==> src/rtl/ppu_fb_writer_if.sv <==
// Bundles the PPU pixel stream and the framebuffer write port of ppu_fb_writer.
// The master side feeds pixels and observes writes; the slave side is the writer.
interface ppu_fb_writer_if #(
  parameter int unsigned ADDR_W = 14
);
  logic [1:0]        PPU_MODE;
  logic [1:0]        PX_OUT;
  logic              PX_valid;
  logic              FB_WE;
  logic [ADDR_W-1:0] FB_ADDR;
  logic [7:0]        FB_WDATA;
  logic              FRONT_BUF;
  logic              FRAME_DONE;
  logic              FRAME_ERR;

  modport master (
    output PPU_MODE, PX_OUT, PX_valid,
    input  FB_WE, FB_ADDR, FB_WDATA, FRONT_BUF, FRAME_DONE, FRAME_ERR
  );

  modport slave (
    input  PPU_MODE, PX_OUT, PX_valid,
    output FB_WE, FB_ADDR, FB_WDATA, FRONT_BUF, FRAME_DONE, FRAME_ERR
  );
endinterface

==> src/rtl/ppu_fb_writer.sv <==
// Packs the 2-bit PPU pixel stream four-per-byte into the back half of a
// double-buffered framebuffer and flips the front buffer after each full frame.
module ppu_fb_writer #(
  parameter int unsigned H_PIX  = 160,
  parameter int unsigned V_PIX  = 144,
  parameter int unsigned ADDR_W = 14
) (
  input  logic           clk,
  input  logic           rst,
  ppu_fb_writer_if.slave bus
);

  localparam int unsigned IDX_W = ADDR_W - 1;
  localparam int unsigned X_W   = $clog2(H_PIX);
  localparam int unsigned Y_W   = $clog2(V_PIX);
  localparam logic [1:0]  MODE_VBLANK = 2'd1;

  typedef enum logic [1:0] {
    SYNC,
    ACTIVE,
    DONE
  } state_t;

  state_t             state_q, state_n;
  logic [1:0]         mode_d;
  logic [1:0]         px_cnt_q, px_cnt_n;
  logic [X_W-1:0]     x_q, x_n;
  logic [Y_W-1:0]     y_q, y_n;
  logic [IDX_W-1:0]   byte_idx_q, byte_idx_n;
  logic [5:0]         pack_q, pack_n;
  logic               front_q, front_n;
  logic               we_q, we_n;
  logic [ADDR_W-1:0]  addr_q, addr_n;
  logic [7:0]         wdata_q, wdata_n;
  logic               done_q, done_n;
  logic               err_q, err_n;
  logic               vb_exit;

  // Leaving V-blank marks the start of a fresh frame.
  assign vb_exit = (mode_d == MODE_VBLANK) && (bus.PPU_MODE != MODE_VBLANK);

  always_ff @(posedge clk or negedge rst) begin
    if (!rst) begin
      state_q    <= SYNC;
      mode_d     <= 2'd0;
      px_cnt_q   <= 2'd0;
      x_q        <= '0;
      y_q        <= '0;
      byte_idx_q <= '0;
      pack_q     <= 6'd0;
      front_q    <= 1'b0;
      we_q       <= 1'b0;
      addr_q     <= '0;
      wdata_q    <= 8'd0;
      done_q     <= 1'b0;
      err_q      <= 1'b0;
    end else begin
      state_q    <= state_n;
      mode_d     <= bus.PPU_MODE;
      px_cnt_q   <= px_cnt_n;
      x_q        <= x_n;
      y_q        <= y_n;
      byte_idx_q <= byte_idx_n;
      pack_q     <= pack_n;
      front_q    <= front_n;
      we_q       <= we_n;
      addr_q     <= addr_n;
      wdata_q    <= wdata_n;
      done_q     <= done_n;
      err_q      <= err_n;
    end
  end

  always_comb begin
    state_n    = state_q;
    px_cnt_n   = px_cnt_q;
    x_n        = x_q;
    y_n        = y_q;
    byte_idx_n = byte_idx_q;
    pack_n     = pack_q;
    front_n    = front_q;
    we_n       = 1'b0;
    addr_n     = addr_q;
    wdata_n    = wdata_q;
    done_n     = 1'b0;
    err_n      = 1'b0;

    case (state_q)
      SYNC: begin
        if (vb_exit) begin
          state_n    = ACTIVE;
          px_cnt_n   = 2'd0;
          x_n        = '0;
          y_n        = '0;
          byte_idx_n = '0;
          pack_n     = 6'd0;
        end
      end

      ACTIVE: begin
        // V-blank before the last pixel aborts the frame; a pixel in the same cycle is dropped.
        if (bus.PPU_MODE == MODE_VBLANK) begin
          err_n   = 1'b1;
          state_n = SYNC;
        end else if (bus.PX_valid) begin
          pack_n   = {pack_q[3:0], bus.PX_OUT};
          px_cnt_n = px_cnt_q + 2'd1;
          if (px_cnt_q == 2'd3) begin
            we_n       = 1'b1;
            addr_n     = {~front_q, byte_idx_q};
            wdata_n    = {pack_q, bus.PX_OUT};
            byte_idx_n = byte_idx_q + 1'b1;
          end
          if (x_q == X_W'(H_PIX - 1)) begin
            x_n = '0;
            if (y_q == Y_W'(V_PIX - 1)) begin
              y_n     = '0;
              done_n  = 1'b1;
              front_n = ~front_q;
              state_n = DONE;
            end else begin
              y_n = y_q + 1'b1;
            end
          end else begin
            x_n = x_q + 1'b1;
          end
        end
      end

      DONE: begin
        if (bus.PPU_MODE == MODE_VBLANK) begin
          state_n = SYNC;
        end
      end

      default: state_n = SYNC;
    endcase
  end

  assign bus.FB_WE      = we_q;
  assign bus.FB_ADDR    = addr_q;
  assign bus.FB_WDATA   = wdata_q;
  assign bus.FRONT_BUF  = front_q;
  assign bus.FRAME_DONE = done_q;
  assign bus.FRAME_ERR  = err_q;

endmodule

==> src/flat_wrapper.sv <==
// flat-port wrapper written by rule: the top's interface ports become plain ports
module ppu_fb_writer_flat 
#(
  parameter int unsigned H_PIX  = 160,
  parameter int unsigned V_PIX  = 144,
  parameter int unsigned ADDR_W = 14
)
  (clk, rst, bus_PPU_MODE, bus_PX_OUT, bus_PX_valid, bus_FB_WE, bus_FB_ADDR, bus_FB_WDATA, bus_FRONT_BUF, bus_FRAME_DONE, bus_FRAME_ERR);
  ppu_fb_writer_if #(.ADDR_W(ADDR_W)) bus_i ();
  input  logic clk;
  input  logic rst;
  input wire logic [$bits(bus_i.PPU_MODE)-1:0] bus_PPU_MODE;
  input wire logic [$bits(bus_i.PX_OUT)-1:0] bus_PX_OUT;
  input wire logic [$bits(bus_i.PX_valid)-1:0] bus_PX_valid;
  output wire logic [$bits(bus_i.FB_WE)-1:0] bus_FB_WE;
  output wire logic [$bits(bus_i.FB_ADDR)-1:0] bus_FB_ADDR;
  output wire logic [$bits(bus_i.FB_WDATA)-1:0] bus_FB_WDATA;
  output wire logic [$bits(bus_i.FRONT_BUF)-1:0] bus_FRONT_BUF;
  output wire logic [$bits(bus_i.FRAME_DONE)-1:0] bus_FRAME_DONE;
  output wire logic [$bits(bus_i.FRAME_ERR)-1:0] bus_FRAME_ERR;
  assign bus_i.PPU_MODE = bus_PPU_MODE;
  assign bus_i.PX_OUT = bus_PX_OUT;
  assign bus_i.PX_valid = bus_PX_valid;
  assign bus_FB_WE = bus_i.FB_WE;
  assign bus_FB_ADDR = bus_i.FB_ADDR;
  assign bus_FB_WDATA = bus_i.FB_WDATA;
  assign bus_FRONT_BUF = bus_i.FRONT_BUF;
  assign bus_FRAME_DONE = bus_i.FRAME_DONE;
  assign bus_FRAME_ERR = bus_i.FRAME_ERR;
  ppu_fb_writer #(.H_PIX(H_PIX), .V_PIX(V_PIX), .ADDR_W(ADDR_W)) u_core (.clk(clk), .rst(rst), .bus(bus_i));
endmodule
==> config.mk <==
export PLATFORM = sky130hd
export DESIGN_NAME = ppu_fb_writer_flat
export DESIGN_NICKNAME = d
export VERILOG_FILES = /design/src/rtl/ppu_fb_writer_if.sv /design/src/rtl/ppu_fb_writer.sv /design/src/flat_wrapper.sv
export SDC_FILE = /design/constraint.sdc
export NUM_CORES = 1
export LEC_CHECK = 0
export ABC_AREA = 1
export CAP_MARGIN = 20
export CORE_UTILIZATION = 50
export CTS_CLUSTER_SIZE = 25
export DETAILED_ROUTE_END_ITERATION = 7
export PLACE_DENSITY = 0.79
export SLEW_MARGIN = 20
export SYNTH_ARGS = -nofsm -noshare
export SYNTH_HDL_FRONTEND = slang
export SYNTH_SLANG_ARGS = --single-unit
export TNS_END_PERCENT = 20
==> constraint.sdc <==
create_clock -name clk -period 3.6 [get_ports clk]
set_input_delay 0.9 -clock clk [delete_from_list [all_inputs] [get_ports clk]]
set_output_delay 0.9 -clock clk [all_outputs]
set_load 0.005 [all_outputs]
Word level (Yosys, flattened, before mapping)

Index checks and enable logic that the tools add are counted.

Logic and storage cells: 86
Bits in registers: 67

Bitwise logic cells: 2
Reduce and logical (&&, ||, !) cells: 9
$add $sub $neg: 4
Equality and inequality tests: 17
Mux-type cells: 41

Operators with widths:

| cell                                                  | number |
|---|---|
| 2-to-1 mux 8 bit                                      | 8 |
| 2-to-1 mux 13 bit                                     | 4 |
| case mux 8 bit (2 select lines)                       | 2 |
| case mux 13 bit (2 select lines)                      | 1 |
| AND reduction 5 bit                                   | 4 |
| 2-to-1 mux 2 bit                                      | 9 |
| 2-to-1 mux 6 bit                                      | 3 |
| adder 8 x 1 -> 8 bit, second input constant           | 2 |
| == test 8 bit, second input constant                  | 2 |
| adder 13 x 1 -> 13 bit, second input constant         | 1 |
| case mux 6 bit (2 select lines)                       | 1 |
| 2-to-1 mux 1 bit                                      | 11 |
| inequality test 2 x 1 -> 1 bit, second input constant | 5 |
| AND reduction 4 bit                                   | 2 |
| == test 2 x 1 -> 1 bit, second input constant         | 3 |
| inequality test 3 x 1 -> 1 bit, second input constant | 2 |
| case mux 2 bit (3 select lines)                       | 1 |
| == test 2 bit, second input constant                  | 2 |
| inequality test 2 bit, second input constant          | 2 |
| case mux 2 bit (2 select lines)                       | 1 |
| inequality test 3 x 2 -> 1 bit, second input constant | 1 |
| adder 2 x 1 -> 2 bit, second input constant           | 1 |
| logical NOT 2 bit                                     | 1 |
| inverter 1 bit                                        | 2 |
| 2 further kinds                                       | 2 |

Logic depth before layout (Yosys ltp)

Gate-level depths: netlist of the first run.

Word-level depth: 6
Depth in mapped cells: 10

Least setup slack after synthesis of the first run

No wires, ideal clock.

Kind: input port to flip-flop
Start point: input bus_PPU_MODE[1]
End point: register u_core.addr_q[7] (netlist: u_core.bus.FB_ADDR[7])
Cell stages on the path: 8
Setup time: 119 ps
Setup slack: 1708 ps
Data arrival time: 1773 ps
Cells stage by stage: inv_1 nand2_1 inv_1 nor3_4 nand2_4 buf_6 nand2_1 o21ai_2

Longest elaborated chain between the ends: 3

Ends and longest elaborated chain:

| what                                 | RTL line             | text |
|---|---|---|
| start, declared                      | flat_wrapper.sv:12   | `input wire logic [$bits(bus_i.PPU_MODE)-1:0] bus_PPU_MODE;` |
| == test 2 x 1 -> 1 bit               | ppu_fb_writer.sv:102 | `if (bus.PPU_MODE == MODE_VBLANK) begin` |
| inverter 1 bit (no source line)      | n/a                  |  |
| AND reduction 4 bit (no source line) | n/a                  |  |
| end signal, assigned                 | ppu_fb_writer.sv:67  | `addr_q <= addr_n;` |
| end, declared                        | ppu_fb_writer.sv:33  | `logic [ADDR_W-1:0] addr_q, addr_n;` |

No other way between the ends.
A chain may end at the register's enable or synchronous reset.

Worst setup path after layout of the first run

Start point: input bus_PPU_MODE[1]
End point: register u_core.addr_q[0] (netlist: u_core.bus.FB_ADDR[0])

Same word-level chain as after synthesis.

==> impl_results.md, run 1 <==
* Status: complete, no violations
* Largest net degree at the start of global routing at 68
* Worst-margin pin slew at 822 ps
* Filler Cell Count at 546
* Number of vias per cell at 5.31
* Commonest cells post-synth: nand2_1, dfrtp_1, inv_1, nor2_1, nand4_1
* Top cells by area, synth: dfrtp_1, nand2_1, o21ai_2, inv_1, nand4_1
* Final setup skew at 9.21 ps
* Power Density at 592 mW/mm2
* Port bufs at 32
* All-layer global routing usage at 20.0%
* CP max FO at 42
* H-tree Lvls at 3
* # setup viols final at 0
* R2R Path End: u_core.bus.FB_ADDR[0]
* Max-slew headroom at 45.2%
* Peak VDD IR at 0.374 mV
* Slowest stage cell, crit path: clkdlybuf4s50_1
* Core Rows at 29
* Register area share after synthesis at 51.3%
* Inserted Clock Buffers at 9
* CP max stage delay at 470 ps
* Bufs and invs on worst path at 4
* Synth Area in Compound Gates at 12.4%
* Commonest register cell after synthesis: dfrtp_1
* Maximum clock insertion buffer count at 2
* First-pass DRT Iterations at 4
* Final slew viol count at 0
* RSZ-0062 raised after global routing: no
* Hold endpoint: u_core.bus.FB_ADDR[4]
* Async SR Flop Fraction at 100%
* Vias in the first global route at 2508
* Core area at 0.00631 mm2
* Layout Nets at 430
* Chip width at 82.8 um
* Synth Area per Inst at 8.53 um2
* Routability Congestion at 0.843
* Crit-path leading delay family: simple AND/OR/NAND/NOR gates
* Netlist cell types at 30
* Die H at 82.8 um
* Post-Route WL at 6150 um
* Worst Hold Class: reg2reg
* Cts hold-fix bufs at 0
* Adder-Cell Fraction of Synth Area at 1.53%
* Count leader, synth: nand2_1
* CP Launch Type: input port
* Cells after synthesis at 383
* Worst skew pair latency at 340 ps
* Crit path time final at 2490 ps
* I/O pins at 33
* Crit path DAT at 2720 ps
* Post-CTS Setup Inserts at 0
* Max_cap viols at 0
* FF+latch count, synth at 67
* Clk pin slew, worst setup/hold paths at 70 ps
* Post-cts gate resize count at 0
* Initial core utilization at 51.7%
* Post-synthesis xor/xnor area fraction at 0.804%
* Global-route wire length before repair at 11100 um
* DRC Markers at 0
* Post-Layout Cell Count at 500
* Final core occ at 60.7%
* TNS Setup at 0 ps
* Die area at 0.00686 mm2
* Synth Warn # at 0
* Post-placement cell count at 485
* Area share of and/or/nand/nor cells after synthesis at 25.9%
* Detail Route Antenna Nets at 0
* Syn_nets at 394
* Reg2Reg Setup Slack at 1800 ps
* Synth area leader: dfrtp_1
* DR vias at 2656
* HP Start: u_core.bus.FB_ADDR[4]
* Worst reg2reg path depth at 7
* Crit Path Category: in2reg
* Leakage at 0.00179 uW
* Req. time, crit path at 3830 ps
* Mux contribution to synthesized area at 0%
* Sinks on Clock Net at 67
* Fraction of layout cells with a size suffix above 1 at 11.6%
* Clock Tree Root: clkbuf_8
* CTS tree: yes
* Post-Syn Area at 0.00327 mm2
* Post-synth top area share at 51.3%
* Number of synthesized flops with an enable pin at 0
* Gr ovfl total at 0
* Antenna cells at 0
* Fin. Hold Viols at 0
* R2R Path Start: u_core.state_q[1]
* Period utilisation layout at 69.1%
* Main combinational cell family by area after synthesis: simple AND/OR/NAND/NOR gates
* Crit end category: flop
* Fmax at 402 MHz
* Initial DRC count at 213
* Final HPWL DP at 4190 um
* Hold depth at 2
* Routed wire per std cell at 12.3 um
* Initial antenna violation count at 0
* Critical-path cell list: clkdlybuf4s50_1 -> inv_1 -> nand2_1 -> inv_1 -> nor3_4 -> nand2_4 -> clkinv_2 -> nand2_1 -> o21a_1
* Layout Area Growth over Synthesis at 17.2%
## cells in the final DEF, fill, tap and decap left out, drive strengths merged, types with 2 or more instances in the layout
cell | synthesis | routed
a21oi | 6 | 6
a22o | 2 | 2
buf | 10 | 4
clkbuf | 0 | 14
clkdlybuf4s50 | 0 | 31
dfrtp | 67 | 67
ha | 4 | 4
inv | 46 | 46
nand2 | 114 | 114
nand3 | 20 | 20
nand3b | 3 | 3
nand4 | 21 | 21
nor2 | 30 | 30
o21ai | 43 | 43
o22ai | 7 | 7
xnor2 | 2 | 2
## cell families (layout without fill, tap and decap cells)
group	Yosys count	in the layout
buf+inv	57	97
flops	67	67
compound gates	61	61
xor+xnor	3	3
simple gates	191	191
fa+ha+maj	4	4
## state kept, by name, indices dropped and copies added (netlist names), 2 cells and up
| name | flops |
|---|---|
| u_core.x_q | 8 |
| u_core.state_q | 2 |
| u_core.mode_d | 2 |
| u_core.px_cnt_q | 2 |
| u_core.pack_q | 6 |
| u_core.y_q | 8 |
| u_core.bus.FB_WDATA | 8 |
| u_core.bus.FB_ADDR | 14 |
| u_core.byte_idx_q | 13 |
## layer usage
layer / wire length (um) / vias up / GRT usage (%)
met4: 73 / 0 / 7.37
li1: - / 1325 / -
met5: 0 / - / 0
met3: 224 / 6 / 5.86
met2: 2990 / 61 / 32.4
met1: 2860 / 1264 / 25.4
## report_power, final
| part | internal [uW] | switching [uW] |
|---|---|---|
| registers | 859 | 78.6 |
| clock network | 392 | 264 |
| logic | 248 | 427 |
| total | 1500 | 770 |
## area by class of cell
type                    count  area, um2  share of cell area, %
repair buffers             35        338                   8.82
clock buffers              14        183                   4.77
inverters                  47        178                   4.64
clock inverters             1       30.0                  0.784
multi-input cells         259       1330                   34.7
flip-flops and latches     67       1680                   43.8
well taps                  77       96.3                   2.52
## metrics by stage
stage	setup slack [ps]	instance area, um2	power (uW)	hold WS [ps]
after global placement	822	3620	1610	459
after detailed placement	735	3620	1630	467
after global routing	923	3830	2420	504
after CTS	1100	3830	2300	478
after floorplan	1710	3270	1420	450
final	1110	3830	2270	469
## tightest hold or removal path, cell delays in order (launching register included)
cell and delay, ps:
dfrtp_1 340, nand2_1 50, nand2_1 50
## how the worst max path moves through the flow
| stage | from | endpoint | slack, ps | depth (start not counted) |
|---|---|---|---|---|
| 6_report | bus_PPU_MODE[1] | u_core.bus.FB_ADDR[0] | 1110 | 9 |
| 4_1_cts | bus_PPU_MODE[1] | u_core.bus.FB_ADDR[0] | 1100 | 9 |
| 5_1_grt | bus_PPU_MODE[1] | u_core.bus.FB_ADDR[0] | 920 | 9 |
| 3_5_place_dp | bus_PPU_MODE[1] | u_core.bus.FB_ADDR[0] | 740 | 9 |
| 3_3_place_gp | bus_PPU_MODE[1] | u_core.bus.FB_ADDR[0] | 820 | 9 |
| 2_1_floorplan | bus_PPU_MODE[1] | u_core.bus.FB_ADDR[7] | 1710 | 8 |
Power figures use the tool's default switching activity.
==> run 2: changes to the inputs <==
clock period = 2.52 ns   (was 3.6 ns; I/O delays follow)
==> impl_results.md, run 2 (synthesis results as in run 1) <==
* Status: complete, no violations (unchanged)
* Largest net degree at the start of global routing at 47 (was 68)
* Reg2Reg Setup Slack at 800 ps (was 1800 ps)
* Gr ovfl total at 0 (unchanged)
* Cts hold-fix bufs at 0 (unchanged)
* TNS Setup at 0 ps (unchanged)
* Initial antenna violation count at 0 (unchanged)
* Post-cts gate resize count at 0 (unchanged)
* Detail Route Antenna Nets at 0 (unchanged)
* Commonest non-fill, non-tap cell in the layout: nand2_1 (unchanged)
* Max reg flops at 14 (unchanged)
* Core Rows at 29 (unchanged)
* Clk pin slew, worst setup/hold paths at 80 ps (was 70 ps)
* Initial DRC count at 175 (was 213)
* Peak VDD IR at 0.500 mV (was 0.374 mV)
* Worst Hold Class: in2async (was reg2reg)
* H-tree Lvls at 3 (unchanged)
* R2R Path End: u_core.y_q[5] (was u_core.bus.FB_ADDR[0])
* DR vias at 2638 (was 2656)
* CTS tree: yes (unchanged)
* Worst skew pair latency at 340 ps (about the same)
* Crit Path Category: in2reg (unchanged)
* Inserted Clock Buffers at 9 (unchanged)
* Fmax at 517 MHz
* Number of vias per cell at 5.22 (was 5.31)
* CP max FO at 15 (was 42)
* Final core occ at 60.9% (was 60.7%)
* First-pass DRT Iterations at 5 (was 4)
* Crit end category: flop (unchanged)
* Final slew viol count at 0 (unchanged)
* Crit path DAT at 2180 ps (was 2720 ps)
* RSZ-0062 raised after global routing: no (unchanged)
* Post-Route WL at 6250 um (was 6150 um)
* Routability Congestion at 0.860 (was 0.843)
* Die area at 0.00686 mm2 (unchanged)
* Global-route wire length before repair at 11100 um (about the same)
* Initial core utilization at 51.7% (unchanged)
* Worst-margin pin slew at 510 ps (was 822 ps)
* Fraction of layout cells with a size suffix above 1 at 12.9% (was 11.6%)
* Leakage at 0.00179 uW (about the same)
* Commonest non-fill, non-tap cells in the layout: nand2_1, dfrtp_1, inv_1, clkdlybuf4s50_1, nor2_1 (unchanged)
* Final setup skew at 7.57 ps (was 9.21 ps)
* Die H at 82.8 um (unchanged)
* Worst setup path end: u_core.bus.FB_ADDR[9] (was u_core.bus.FB_ADDR[0])
* Period utilisation layout at 76.8%
* Max_cap viols at 0 (unchanged)
* R2R Path Start: u_core.state_q[1] (unchanged)
* Fin. Hold Viols at 0 (unchanged)
* Layout Nets at 434 (was 430)
* Clock Tree Root: clkbuf_8 (unchanged)
* Port bufs at 32 (unchanged)
* Vias in the first global route at 2527 (was 2508)
* Maximum clock insertion buffer count at 2 (unchanged)
* Worst reg2reg path depth at 8 (was 7)
* Crit path time final at 1940 ps
* Routed wire per std cell at 12.4 um (was 12.3 um)
* Chip width at 82.8 um (unchanged)
* Core area at 0.00631 mm2 (unchanged)
* DRC Markers at 0 (unchanged)
* Req. time, crit path at 2760 ps (was 3830 ps)
* Sinks on Clock Net at 67 (unchanged)
* Post-CTS Setup Inserts at 0 (unchanged)
* Final HPWL DP at 4420 um (was 4190 um)
* CP Launch Type: input port (unchanged)
* Antenna cells at 0 (unchanged)
* CP Launch Point: bus_PPU_MODE[1] (unchanged)
* I/O pins at 33 (unchanged)
* Max-slew headroom at 66.0% (was 45.2%)
* # setup viols final at 0 (unchanged)
* Layout Area Growth over Synthesis at 17.8% (was 17.2%)
* All-layer global routing usage at 20.0% (about the same)
* Filler Cell Count at 566 (was 546)
* Power Density at 816 mW/mm2 (was 592 mW/mm2)
## run 2: cell types whose count changed in the layout (fill, tap and decap cells not counted)
| cell | before | now |
|---|---|---|
| buf_4 | 3 | 6 |
| bufinv_16 | 1 | 0 |
| clkbuf_1 | 1 | 0 |
| inv_6 | 0 | 1 |
| clkinv_2 | 1 | 2 |
| buf_12 | 0 | 1 |
| clkbuf_8 | 13 | 11 |
| clkinvlp_4 | 0 | 3 |
## run 2: layer usage
metal	up-vias	part of all wire [%]	routed length, um	global-route usage (%)
met5	-	0	0	0
met4	0	1.8	110	9.72
met3	9	3.7	231	3.58
met2	52	47	2960	32.1
met1	1239	47	2950	26.1
li1	1338	-	-	-
## run 2: worst min path at each step
stage | startpoint | end | cells past startpoint
2_1_floorplan | rst | u_core.bus.FB_ADDR[0] | 0
3_3_place_gp | u_core.bus.FB_ADDR[4] | u_core.bus.FB_ADDR[4] | 2
3_5_place_dp | u_core.bus.FB_ADDR[4] | u_core.bus.FB_ADDR[4] | 2
4_1_cts | rst | u_core.pack_q[2] | 1
5_1_grt | rst | u_core.pack_q[2] | 1
6_report | rst | u_core.pack_q[2] | 1
## run 2: worst max-delay path, cell delays in order
cell and delay (ps):
clkdlybuf4s50_1 470, inv_1 40, nand2_1 160, inv_1 120, nor3_4 180, nand2_4 180, buf_4 240, nand2_1 90
o21ai_2 50
## run 2: metrics by stage
stage	std cells	worst slack [ps]	cell area (um2)	hold WS [ps]	total power [uW]
2_1_floorplan	383	898	3270	334	2030
3_3_place_gp	489	287	3660	463	2300
3_5_place_dp	489	214	3660	475	2330
4_1_cts	505	583	3850	258	3170
5_1_grt	505	428	3850	278	3360
6_report	505	584	3850	251	3140
## run 2: area by class of cell
cell class	count	area (um2)	area share [%]
clock buffers	11	151	3.93
clock inverters	5	36.3	0.943
inverters	47	178	4.62
multi-input cells	259	1330	34.5
flip-flops and latches	67	1680	43.6
well taps	77	96.3	2.50
repair buffers	39	380	9.89
## run 2: where the power goes
part | internal (uW) | switching [uW]
logic | 362 | 611
clock network | 412 | 422
registers | 1230 | 108
total | 2000 | 1140
==> run 3: changes to the inputs <==
clock period = 1.9 ns   (was 2.52 ns; I/O delays follow)
==> impl_results.md, run 3 (synthesis results as in run 1) <==
* All-layer global routing usage at 20.7% (was 20.0%)
* CP Launch Type: flop (was input port)
* Die area at 0.00686 mm2 (unchanged)
* Worst reg2reg path depth at 6 (was 8)
* Core Rows at 29 (unchanged)
* R2R Path End: u_core.byte_idx_q[8] (was u_core.y_q[5])
* Final core occ at 62.0% (was 60.9%)
* R2R Path Start: u_core.byte_idx_q[0] (was u_core.state_q[1])
* Max-slew headroom at 68.9% (was 66.0%)
* Post-CTS Setup Inserts at 0 (unchanged)
* I/O pins at 33 (unchanged)
* Crit-path leading delay family: buffers and inverters (unchanged)
* Global-route wire length before repair at 11400 um (was 11100 um)
* Antenna cells at 0 (unchanged)
* DRC Markers at 0 (unchanged)
* Initial core utilization at 51.7% (unchanged)
* Worst skew pair latency at 350 ps (was 340 ps)
* Critical-path cell list: clkdlybuf4s50_1 (was clkdlybuf4s50_1 -> inv_1 -> nand2_1 -> inv_1 -> nor3_4 -> nand2_4 -> buf_4 -> nand2_1 -> o21ai_2)
* Port bufs at 32 (unchanged)
* RSZ-0062 raised after global routing: no (unchanged)
* H-tree Lvls at 3 (unchanged)
* Post-Route WL at 6480 um (was 6250 um)
* Max_cap viols at 0 (unchanged)
* Reg2Reg Setup Slack at 230 ps (was 800 ps)
* Routability Congestion at 0.866 (was 0.860)
* CTS tree: yes (unchanged)
* Max reg flops at 14 (unchanged)
* DP Area at 0.00374 mm2 (was 0.00366 mm2)
* CP max stage delay at 520 ps (was 470 ps)
* Fmax at 570 MHz
* Final setup skew at 9.18 ps (was 7.57 ps)
* Final HPWL DP at 4420 um (about the same)
* Worst Hold Class: in2async (unchanged)
* Commonest non-fill, non-tap cells in the layout: nand2_1, dfrtp_1, inv_1, clkdlybuf4s50_1, nor2_1 (unchanged)
* Crit Path Category: reg2out (was in2reg)
* Clock Tree Root: clkbuf_8 (unchanged)
* Fin. Hold Viols at 0 (unchanged)
* Post-Layout Cell Count at 511 (was 505)
* Peak VDD IR at 0.655 mV (was 0.500 mV)
* Final Cell Area at 0.00391 mm2 (was 0.00385 mm2)
* Period utilisation layout at 92.3%
* Crit path time final at 1750 ps
* Core area at 0.00631 mm2 (unchanged)
* Gr ovfl total at 0 (unchanged)
* Chip width at 82.8 um (unchanged)
* CP max FO at 3 (was 15)
* Power Density at 1060 mW/mm2 (was 816 mW/mm2)
* Fraction of layout cells with a size suffix above 1 at 13.8% (was 12.9%)
* Cts hold-fix bufs at 0 (unchanged)
* Crit path DAT at 1280 ps (was 2180 ps)
* Maximum clock insertion buffer count at 2 (unchanged)
* Req. time, crit path at 1420 ps (was 2760 ps)
* Status: complete, no violations (unchanged)
* Crit end category: output port (was flop)
* Largest net degree at the start of global routing at 68 (was 47)
* Layout Area Growth over Synthesis at 19.7% (was 17.8%)
* Commonest non-fill, non-tap cell in the layout: nand2_1 (unchanged)
* Hold_ws at 133 ps (was 251 ps)
* Detail Route Antenna Nets at 0 (unchanged)
* Inserted Clock Buffers at 9 (unchanged)
* Routed wire per std cell at 12.7 um (was 12.4 um)
* Worst-margin pin slew at 465 ps (was 510 ps)
* Post-placement cell count at 495 (was 489)
* # setup viols final at 0 (unchanged)
* Die H at 82.8 um (unchanged)
* TNS Setup at 0 ps (unchanged)
* First-pass DRT Iterations at 5 (unchanged)
* Initial antenna violation count at 0 (unchanged)
* Leakage at 0.00184 uW (was 0.00179 uW)
* Sinks on Clock Net at 67 (unchanged)
* Slowest stage cell, crit path: clkdlybuf4s50_1 (unchanged)
* Final slew viol count at 0 (unchanged)
* Clk pin slew, worst setup/hold paths at 80 ps (about the same)
* Number of vias per cell at 5.20 (was 5.22)
* Vias in the first global route at 2575 (was 2527)
* Initial DRC count at 138 (was 175)
* Layout Nets at 440 (was 434)
* Bufs and invs on worst path at 1 (was 4)
* DR vias at 2656 (was 2638)
run 3: cell count changes in the layout (fill, tap and decap cells not counted), sizes merged:
cell      before  now
clkinvlp       3    1
clkbuf        11   10
inv           47   46
buf            8   14
clkinv         2    6
run 3: worst max path at each step:
stage / from / to / slack (ps) / cells past startpoint
floorplan: bus_PPU_MODE[1] / u_core.bus.FB_ADDR[7] / 430 / 8
global placement: bus_PX_valid / u_core.y_q[7] / -140 / 8
detailed placement: bus_PPU_MODE[1] / u_core.byte_idx_q[4] / -180 / 12
CTS: u_core.bus.FRONT_BUF / bus_FRONT_BUF / 130 / 1
global route: bus_PPU_MODE[1] / u_core.y_q[7] / 10 / 10
finish: u_core.bus.FRONT_BUF / bus_FRONT_BUF / 150 / 1
run 3: layout make-up:
type,count,area [um2]
Fill cell,541,2400
Clock inverter,6,32.5
Sequential cell,67,1680
Tap cell,77,96.3
Timing Repair Buffer,45,467
Clock buffer,10,128
Inverter,47,178
Multi-Input combinational cell,259,1330
run 3: power by group:
part           leakage [uW]  switching [uW]  internal [uW]
logic              0.000841             836            526
clock network     0.0000856             534            461
registers          0.000917             146           1630
total               0.00184            1520           2620
run 3: routing by layer:
metal  wire, um  GRT usage, %
met5          0             0
met4         83          12.2
met3        298          4.57
met2       3150          32.7
met1       2950          26.1
run 3: stage by stage:
step | worst slack, ps | power [uW]
floorplan | 433 | 2690
global placement | -141 | 3090
detailed placement | -180 | 3120
CTS | 129 | 4140
global route | 14.6 | 4420
finish | 145 | 4130
run 3: timing repair:
action	in CTS	in global routing
endpoints found under the setup margin	0	6
resized for setup	0	2
hold endpoints to repair	0	0
